--- config.mk ---
export PLATFORM = sky130hd
export DESIGN_NAME = alu_ctrl_flat
export DESIGN_NICKNAME = d
export VERILOG_FILES = /design/src/rtl/alu_pkg.sv /design/src/rtl/alu_ctrl_if.sv /design/src/rtl/alu_regfile.sv /design/src/rtl/alu_ctrl.sv /design/src/flat_wrapper.sv
export SDC_FILE = /design/constraint.sdc
export NUM_CORES = 1
export LEC_CHECK = 0
export ABC_AREA = 1
export CAP_MARGIN = 10
export CELL_PAD_IN_SITES_DETAIL_PLACEMENT = 1
export CELL_PAD_IN_SITES_GLOBAL_PLACEMENT = 1
export CORE_MARGIN = 1.5
export CORE_UTILIZATION = 25
export CTS_BUF_LIST = sky130_fd_sc_hd__clkbuf_16
export DETAILED_ROUTE_END_ITERATION = 8
export PLACE_DENSITY = 0.62
export SYNTH_ARGS = -nofsm -noshare
export SYNTH_HDL_FRONTEND = slang
export SYNTH_SLANG_ARGS = --single-unit
--- constraint.sdc ---
create_clock -name clk -period 1.85 [get_ports clk]
set_input_delay 0.37 -clock clk [delete_from_list [all_inputs] [get_ports clk]]
set_output_delay 0.37 -clock clk [all_outputs]
set_load 0.02 [all_outputs]
--- src/rtl/alu_pkg.sv ---
`default_nettype none
// ============================================================================
//  Module      : alu_pkg
//  Description : Shared types and constants for the ALU issue/writeback
//                controller: op-codes, FSM state encoding, instruction field
//                positions, data width and register index width.
//  Revision    : 1.0  initial release
// ============================================================================
package alu_pkg;

    localparam int c_dw    = 8;    // datapath width, matches the ALU
    localparam int c_nregs = 8;    // register file depth
    localparam int c_riw   = 3;    // register index width = log2(c_nregs)
    localparam int c_iw    = 16;   // instruction width

    // LI flag and LI-format fields
    localparam int c_li_bit    = 15;
    localparam int c_li_rd_msb = 14;
    localparam int c_li_rd_lsb = 12;
    localparam int c_imm_msb   = 7;
    localparam int c_imm_lsb   = 0;

    // ALU-format fields
    localparam int c_op_msb  = 14;
    localparam int c_op_lsb  = 12;
    localparam int c_rd_msb  = 11;
    localparam int c_rd_lsb  = 9;
    localparam int c_rs1_msb = 8;
    localparam int c_rs1_lsb = 6;
    localparam int c_rs2_msb = 5;
    localparam int c_rs2_lsb = 3;

    typedef enum logic [2:0] {
        OP_ADD = 3'b000,
        OP_SUB = 3'b001,
        OP_SLL = 3'b010,
        OP_SRL = 3'b011,
        OP_AND = 3'b100,
        OP_OR  = 3'b101,
        OP_XOR = 3'b110,
        OP_EQL = 3'b111
    } alu_op_t;

    typedef enum logic [1:0] {
        S_IDLE = 2'b00,
        S_READ = 2'b01,
        S_EXEC = 2'b10,
        S_WB   = 2'b11
    } state_t;

    // True when the instruction word is a load-immediate
    function automatic logic f_is_li(input logic [c_iw-1:0] instr);
        return instr[c_li_bit];
    endfunction

endpackage
`default_nettype wire

--- src/rtl/alu_ctrl_if.sv ---
`default_nettype none
// ============================================================================
//  Module      : alu_ctrl_if
//  Description : Instruction handshake, ALU drive/capture, writeback and debug
//                read signals of the ALU controller. The slave modport is the
//                controller's view, master is the surrounding system's view.
//                zero_flag exists only when ALU_CTRL_ZFLAG_EN is defined.
//  Revision    : 1.0  initial release
// ============================================================================
interface alu_ctrl_if import alu_pkg::*; ();

    logic [c_iw-1:0]  instr;
    logic             instr_valid;
    logic             instr_ready;
    logic [c_dw-1:0]  alu_a;
    logic [c_dw-1:0]  alu_b;
    logic [2:0]       alu_op;
    logic [c_dw-1:0]  alu_result;
    logic             wb_valid;
    logic [c_riw-1:0] wb_rd;
    logic [c_dw-1:0]  wb_data;
    logic [c_riw-1:0] dbg_addr;
    logic [c_dw-1:0]  dbg_data;
`ifdef ALU_CTRL_ZFLAG_EN
    logic             zero_flag;
`endif

    modport slave (
`ifdef ALU_CTRL_ZFLAG_EN
        output zero_flag,
`endif
        input  instr, instr_valid, alu_result, dbg_addr,
        output instr_ready, alu_a, alu_b, alu_op,
        output wb_valid, wb_rd, wb_data, dbg_data
    );

    modport master (
`ifdef ALU_CTRL_ZFLAG_EN
        input  zero_flag,
`endif
        output instr, instr_valid, alu_result, dbg_addr,
        input  instr_ready, alu_a, alu_b, alu_op,
        input  wb_valid, wb_rd, wb_data, dbg_data
    );

endinterface
`default_nettype wire

--- src/rtl/alu_regfile.sv ---
`default_nettype none
// ============================================================================
//  Module      : alu_regfile
//  Description : NREGS x DW register file, two operand read ports plus a debug
//                read port (all combinational), one synchronous write port.
//                Entry 0 is never written so it always reads zero.
//  Revision    : 1.0  initial release
// ============================================================================
module alu_regfile #(
    parameter int NREGS = 8,
    parameter int DW    = 8,
    parameter int AW    = $clog2(NREGS)
) (
    input  wire logic          clk,
    input  wire logic          rst,
    input  wire logic          i_we,
    input  wire logic [AW-1:0] i_wa,
    input  wire logic [DW-1:0] i_wd,
    input  wire logic [AW-1:0] i_ra1,
    input  wire logic [AW-1:0] i_ra2,
    input  wire logic [AW-1:0] i_ra3,
    output logic      [DW-1:0] o_rd1,
    output logic      [DW-1:0] o_rd2,
    output logic      [DW-1:0] o_rd3
);

    logic [DW-1:0] r_mem [NREGS];

    // Clear on reset; otherwise write, dropping any write aimed at entry 0
    always_ff @(posedge clk) begin
        if (rst) begin
            for (int i = 0; i < NREGS; i++) begin
                r_mem[i] <= '0;
            end
        end else if (i_we && (i_wa != '0)) begin
            r_mem[i_wa] <= i_wd;
        end
    end

    assign o_rd1 = r_mem[i_ra1];
    assign o_rd2 = r_mem[i_ra2];
    assign o_rd3 = r_mem[i_ra3];

endmodule
`default_nettype wire

--- src/rtl/alu_ctrl.sv ---
`default_nettype none
// ============================================================================
//  Module      : alu_ctrl
//  Description : Multi-cycle issue/writeback controller for the external 8-bit
//                ALU. Accepts one 16-bit instruction per 4 cycles
//                (IDLE -> READ -> EXEC -> WB), drives registered ALU operands,
//                captures the result and writes it to the register file.
//                Optional macro ALU_CTRL_ZFLAG_EN adds a zero_flag output set
//                from the result of each ALU (non-LI) writeback.
//  Revision    : 1.0  initial release
// ============================================================================
module alu_ctrl import alu_pkg::*; #(
    parameter int NREGS = c_nregs,
    parameter int DW    = c_dw
) (
    input wire logic   clk,
    input wire logic   rst,
    alu_ctrl_if.slave  bus
);

    state_t             r_state;
    logic [c_iw-1:0]    r_instr;
    logic [DW-1:0]      r_res;
    logic [DW-1:0]      r_alu_a;
    logic [DW-1:0]      r_alu_b;
    alu_op_t            r_alu_op;
    logic               r_wb_valid;
    logic [c_riw-1:0]   r_wb_rd;
`ifdef ALU_CTRL_ZFLAG_EN
    logic               r_zero_flag;
`endif

    logic               w_li;
    logic [c_riw-1:0]   w_rd;
    logic [c_riw-1:0]   w_rs1;
    logic [c_riw-1:0]   w_rs2;
    logic [DW-1:0]      w_rd1;
    logic [DW-1:0]      w_rd2;
    logic [DW-1:0]      w_res_next;
    logic               w_we;
    logic               w_unused_rsvd;

    // Field decode from the latched instruction
    assign w_li       = f_is_li(r_instr);
    assign w_rd       = w_li ? r_instr[c_li_rd_msb:c_li_rd_lsb]
                             : r_instr[c_rd_msb:c_rd_lsb];
    assign w_rs1      = r_instr[c_rs1_msb:c_rs1_lsb];
    assign w_rs2      = r_instr[c_rs2_msb:c_rs2_lsb];
    assign w_res_next = w_li ? r_instr[c_imm_msb:c_imm_lsb] : bus.alu_result;
    assign w_we       = (r_state == S_WB);
    // Reserved ALU-format bits carry no meaning
    assign w_unused_rsvd = ^r_instr[2:0];

    alu_regfile #(
        .NREGS (NREGS),
        .DW    (DW),
        .AW    (c_riw)
    ) u_regfile (
        .clk   (clk),
        .rst   (rst),
        .i_we  (w_we),
        .i_wa  (w_rd),
        .i_wd  (r_res),
        .i_ra1 (w_rs1),
        .i_ra2 (w_rs2),
        .i_ra3 (bus.dbg_addr),
        .o_rd1 (w_rd1),
        .o_rd2 (w_rd2),
        .o_rd3 (bus.dbg_data)
    );

    // Issue FSM: operands are loaded into the ALU drive registers in READ so
    // they are stable for the whole EXEC cycle; the result is captured at the
    // end of EXEC and committed to the register file at the end of WB.
    always_ff @(posedge clk) begin
        if (rst) begin
            r_state    <= S_IDLE;
            r_instr    <= '0;
            r_res      <= '0;
            r_alu_a    <= '0;
            r_alu_b    <= '0;
            r_alu_op   <= OP_ADD;
            r_wb_valid <= 1'b0;
            r_wb_rd    <= '0;
`ifdef ALU_CTRL_ZFLAG_EN
            r_zero_flag <= 1'b0;
`endif
        end else begin
            case (r_state)
                S_IDLE: begin
                    if (bus.instr_valid) begin
                        r_instr <= bus.instr;
                        r_state <= S_READ;
                    end
                end
                S_READ: begin
                    r_alu_a  <= w_rd1;
                    r_alu_b  <= w_rd2;
                    r_alu_op <= alu_op_t'(r_instr[c_op_msb:c_op_lsb]);
                    r_state  <= S_EXEC;
                end
                S_EXEC: begin
                    r_res      <= w_res_next;
                    r_wb_valid <= 1'b1;
                    r_wb_rd    <= w_rd;
                    r_state    <= S_WB;
                end
                S_WB: begin
                    r_wb_valid <= 1'b0;
`ifdef ALU_CTRL_ZFLAG_EN
                    if (!w_li) begin
                        r_zero_flag <= (r_res == '0);
                    end
`endif
                    r_state <= S_IDLE;
                end
                default: begin
                    r_state <= S_IDLE;
                end
            endcase
        end
    end

    assign bus.instr_ready = (r_state == S_IDLE);
    assign bus.alu_a       = r_alu_a;
    assign bus.alu_b       = r_alu_b;
    assign bus.alu_op      = r_alu_op;
    assign bus.wb_valid    = r_wb_valid;
    assign bus.wb_rd       = r_wb_rd;
    assign bus.wb_data     = r_res;
`ifdef ALU_CTRL_ZFLAG_EN
    assign bus.zero_flag   = r_zero_flag;
`endif

endmodule
`default_nettype wire

--- src/flat_wrapper.sv ---
// flat-port wrapper written by rule: the top's interface ports become plain ports
module alu_ctrl_flat import alu_pkg::*;
#(
    parameter int NREGS = c_nregs,
    parameter int DW    = c_dw
)
  (clk, rst, bus_instr, bus_instr_valid, bus_alu_result, bus_dbg_addr, bus_instr_ready, bus_alu_a, bus_alu_b, bus_alu_op, bus_wb_valid, bus_wb_rd, bus_wb_data, bus_dbg_data);
  alu_ctrl_if bus_i ();
  input wire logic clk;
  input wire logic rst;
  input wire logic [$bits(bus_i.instr)-1:0] bus_instr;
  input wire logic [$bits(bus_i.instr_valid)-1:0] bus_instr_valid;
  input wire logic [$bits(bus_i.alu_result)-1:0] bus_alu_result;
  input wire logic [$bits(bus_i.dbg_addr)-1:0] bus_dbg_addr;
  output wire logic [$bits(bus_i.instr_ready)-1:0] bus_instr_ready;
  output wire logic [$bits(bus_i.alu_a)-1:0] bus_alu_a;
  output wire logic [$bits(bus_i.alu_b)-1:0] bus_alu_b;
  output wire logic [$bits(bus_i.alu_op)-1:0] bus_alu_op;
  output wire logic [$bits(bus_i.wb_valid)-1:0] bus_wb_valid;
  output wire logic [$bits(bus_i.wb_rd)-1:0] bus_wb_rd;
  output wire logic [$bits(bus_i.wb_data)-1:0] bus_wb_data;
  output wire logic [$bits(bus_i.dbg_data)-1:0] bus_dbg_data;
  assign bus_i.instr = bus_instr;
  assign bus_i.instr_valid = bus_instr_valid;
  assign bus_i.alu_result = bus_alu_result;
  assign bus_i.dbg_addr = bus_dbg_addr;
  assign bus_instr_ready = bus_i.instr_ready;
  assign bus_alu_a = bus_i.alu_a;
  assign bus_alu_b = bus_i.alu_b;
  assign bus_alu_op = bus_i.alu_op;
  assign bus_wb_valid = bus_i.wb_valid;
  assign bus_wb_rd = bus_i.wb_rd;
  assign bus_wb_data = bus_i.wb_data;
  assign bus_dbg_data = bus_i.dbg_data;
  alu_ctrl #(.NREGS(NREGS), .DW(DW)) u_core (.clk(clk), .rst(rst), .bus(bus_i));
endmodule
==> reports/metrics.cfg, run 1 <==
[yosys]
ys_top_cells_by_count = nand2_1 (178), nand3_1 (107), inv_1 (93), nor2_1 (87), o21ai_0 (74)
synthesis.area_sq_um = 5980
yosysSeqAreaShare_pct = 48.6
synth_area_leaders = edfxtp_1 (32%), dfxtp_1 (16%), nand2_1 (11%)
yosys_warnings = 0
synth_ff_type = edfxtp_1
yosys.cell_count.top_type = nand2_1
netlist-cell-type-count = 24
async_reset_ff_share_pct = 0
yosysTopAreaCellShare_pct = 32.1
netlist_instances = 803
yosysTopAreaCell = edfxtp_1
ys_seq_elements = 113
syn_avg_cell_area_sq_um = 7.44
synth_edf_count = 64

[floorplan]
die-area_sq_um = 24900
core_area_sq_um = 23500
initial_core_util_pct = 25.5
rows = 56
die_y_um = 158
io_pins = 70
fp.dieW_um = 158

[route]
firstDrtPassIters = 5
ant_nets = 0
drc_errors = 0
wl_per_cell_um = 17.4
viasPerCell = 4.64
wirelength_mm = 22.3
vias = 5972
drt_iter0_drc = 469

[power_and_ir_drop]
p_leak_nw = 3.66
seqPwrFrac_pct = 31.5
power_density_nw_per_um2 = 1280
internal_power_mw = 6.66
irDropWorstVdd_mv = 0.640
switching_power_mw = 4.19
totalPowerFinal_mw = 10.8
p_clk_share_pct = 29.2
combinationalPowerShare_pct = 39.2
p_sw_share_pct = 38.7

[worst_setup_path]
cp_num_buf_inv = 1
critical_path.top_delay_family = flip-flops
crit_arrival_ns = 1.54
cp_cell_sequence = o21ai_0, nand3_1, o21a_1, buf_6
slowest_delay_ns = 0.44
critPathKind = reg2out
regToRegStartpoint = u_core.r_instr[15]
crit_required_ns = 1.48
critPathMaxFanout = 2
r2r_cells = 7
crit_path_start = u_core.u_regfile.r_mem[0][5]
timing.rr.end = u_core.u_regfile.r_mem[6][5]
crit_path_end_kind = primary output
cp_slowest_cell = edfxtp_1
cp-start-kind = register
r2r_setup_slack_ns = 0.18

[clock_network]
tritoncts = done
cts_hold_buf = 0
clkTransAtPathRegs_ns = 0.06
htree_levels = 4
cts_sinks = 113
cts.path.max_buffers = 2
cts_buffers = 17
cts_root_buf = clkbuf_16
insertion_delay_ns = 0.42

[min_path]
hp-class = reg2reg
worstHoldPathCells = 2
min_to = u_core.r_instr[8]
hold_path.startpoint = u_core.r_instr[8]

[placed_design]
io_buffers = 69
place.gp.congestion = 0.812
dpl.cell_count = 1235
dpl_cell_area_sq_um = 7680
dpl.hpwl_mm = 16.3

[grt]
grt_pass1_vias = 6016
antenna_found_initial = 1
grt_usage_pct = 18.6
grt_overflow = 0
grt_max_degree = 37
grt_pass1_wl_mm = 34.5

[sta]
rsz0062_at_grt = true
setup_tns_ns = -0.0919
setup_slack_ns = -0.0570
finalCritPeriodShare_pct = 103
clock_skew_ns = 0.00766
setup_viol = 2
fmax_ghz = 0.524
hold_violations = 0
period_minus_slack_ns = 1.91
drv_slew = 0

[layout]
nNetsFinal = 987
multi_input_area_sq_um = 2560
fillers = 2818
synthToLayoutAreaGrowth_pct = 41.5
layout-drive-gt1-share_pct = 19.8
fin_area_sq_um = 8460
final_cells = 1286
seqCellArea_sq_um = 2900

[run_status]
violations = negative setup slack
status = complete, but fails checks

[flow_run]
max-cap-violations = 0

==> flip-flops by register name, indices dropped and copies added, names as in the netlist <==
register / count
u_core.bus.alu_a: 8
u_core.bus.alu_op: 3
u_core.bus.wb_rd: 3
u_core.bus.wb_valid: 1
u_core.r_instr: 16
u_core.bus.wb_data: 8
u_core.bus.alu_b: 8
u_core.r_state: 2
u_core.u_regfile.r_mem: 64
==> layer usage <==
metal | wire (um) | GRT usage [%]
met3 | 725 | 3.15
met2 | 10400 | 29.0
met5 | 0 | 0
met1 | 10700 | 25.6
met4 | 593 | 7.50
==> tightest hold or removal path, cell delays in order (launching register included) <==
cell      delay [ns]
dfxtp_1         0.31
clkinv_1        0.06
a21oi_1         0.05
==> per-stage QoR <==
step | setup WS [ns] | hold slack (ns) | utilization, %
finish | -0.0570 | 0.468 | 36.0
global route | -0.132 | 0.498 | 36.0
CTS | -0.0713 | 0.472 | 35.4
detailed placement | -0.778 | 0.459 | 32.7
global placement | -0.805 | 0.451 | 32.7
floorplan | 0.236 | 0.449 | -
==> cell type report <==
| cell class | count | area share, % |
|---|---|---|
| inverter | 102 | 4.53 |
| sequential | 113 | 34.3 |
| clock inverter | 15 | 1.52 |
| clock buffer | 17 | 5.03 |
| timing repair buffer | 171 | 19.6 |
| tap | 319 | 4.72 |
| multi-input combinational | 548 | 30.3 |
| antenna | 1 | 0.0296 |
==> how the worst max path moves through the flow <==
stage                            to  slack [ns]  cells past startpoint
floorplan           bus_dbg_data[7]        0.24                      7
global placement    bus_dbg_data[5]       -0.81                      8
detailed placement  bus_dbg_data[5]       -0.78                      8
CTS                 bus_dbg_data[5]       -0.07                      6
global route        bus_dbg_data[5]       -0.13                      4
finish              bus_dbg_data[5]       -0.06                      4
==> repair_timing <==
| item | in CTS | in global routing |
|---|---|---|
| gates resized for setup | 77 | 44 |
| endpoints found under the setup margin | 9 | 9 |
| cloned | 1 | 0 |
| buffers inserted | 5 | 12 |
| pin swaps | 5 | 12 |
==> power groups by stage <==
stage	sequential [mW]	combinational [mW]	clock [mW]
floorplan	3.71	2.14	0
global placement	3.47	4.18	0
detailed placement	3.47	4.23	0
CTS	3.42	4.26	3.23
global route	3.48	4.72	3.34
finish	3.42	4.26	3.17
==> cell usage in the layout, fill, tap and decap left out, types with 2 or more instances in the layout <==
cell type | Yosys | routed
o21a_1 | 8 | 7
a21oi_1 | 61 | 49
inv_2 | 3 | 27
conb_1 | 1 | 8
clkdlybuf4s50_1 | 0 | 58
clkinv_2 | 0 | 6
dfxtp_1 | 49 | 49
ha_1 | 4 | 4
clkinv_1 | 6 | 7
nand2_2 | 6 | 6
clkbuf_16 | 0 | 17
edfxtp_1 | 64 | 64
o211ai_1 | 10 | 10
buf_6 | 0 | 8
nand3_1 | 107 | 107
o21ai_0 | 74 | 55
nor2_1 | 87 | 87
buf_2 | 20 | 2
nand2_1 | 178 | 178
inv_1 | 93 | 72
clkinvlp_4 | 0 | 2
o21ai_1 | 0 | 18
buf_4 | 2 | 86
buf_12 | 0 | 14
bufinv_16 | 0 | 2
a21oi_2 | 0 | 12
==> logic make-up after synthesis <==
kind of cell | after synthesis | synth area share, %
simple gates | 381 | 26.7
other cells | 1 | 0.0627
buf+inv | 149 | 9.90
fa+ha+maj | 4 | 0.837
flops | 113 | 48.6
compound gates | 155 | 14.0
Power figures use the tool's default switching activity.
==> inputs of run 2 (changes only) <==
--- a/config.mk
+++ b/config.mk
@@ -14,6 +14,7 @@
 export CTS_BUF_LIST = sky130_fd_sc_hd__clkbuf_16
 export DETAILED_ROUTE_END_ITERATION = 8
 export PLACE_DENSITY = 0.62
+export SLEW_MARGIN = 20
 export SYNTH_ARGS = -nofsm -noshare
 export SYNTH_HDL_FRONTEND = slang
 export SYNTH_SLANG_ARGS = --single-unit
==> results of run 2 <==
Final layout, timing and power as in run 1 (identical DEF).
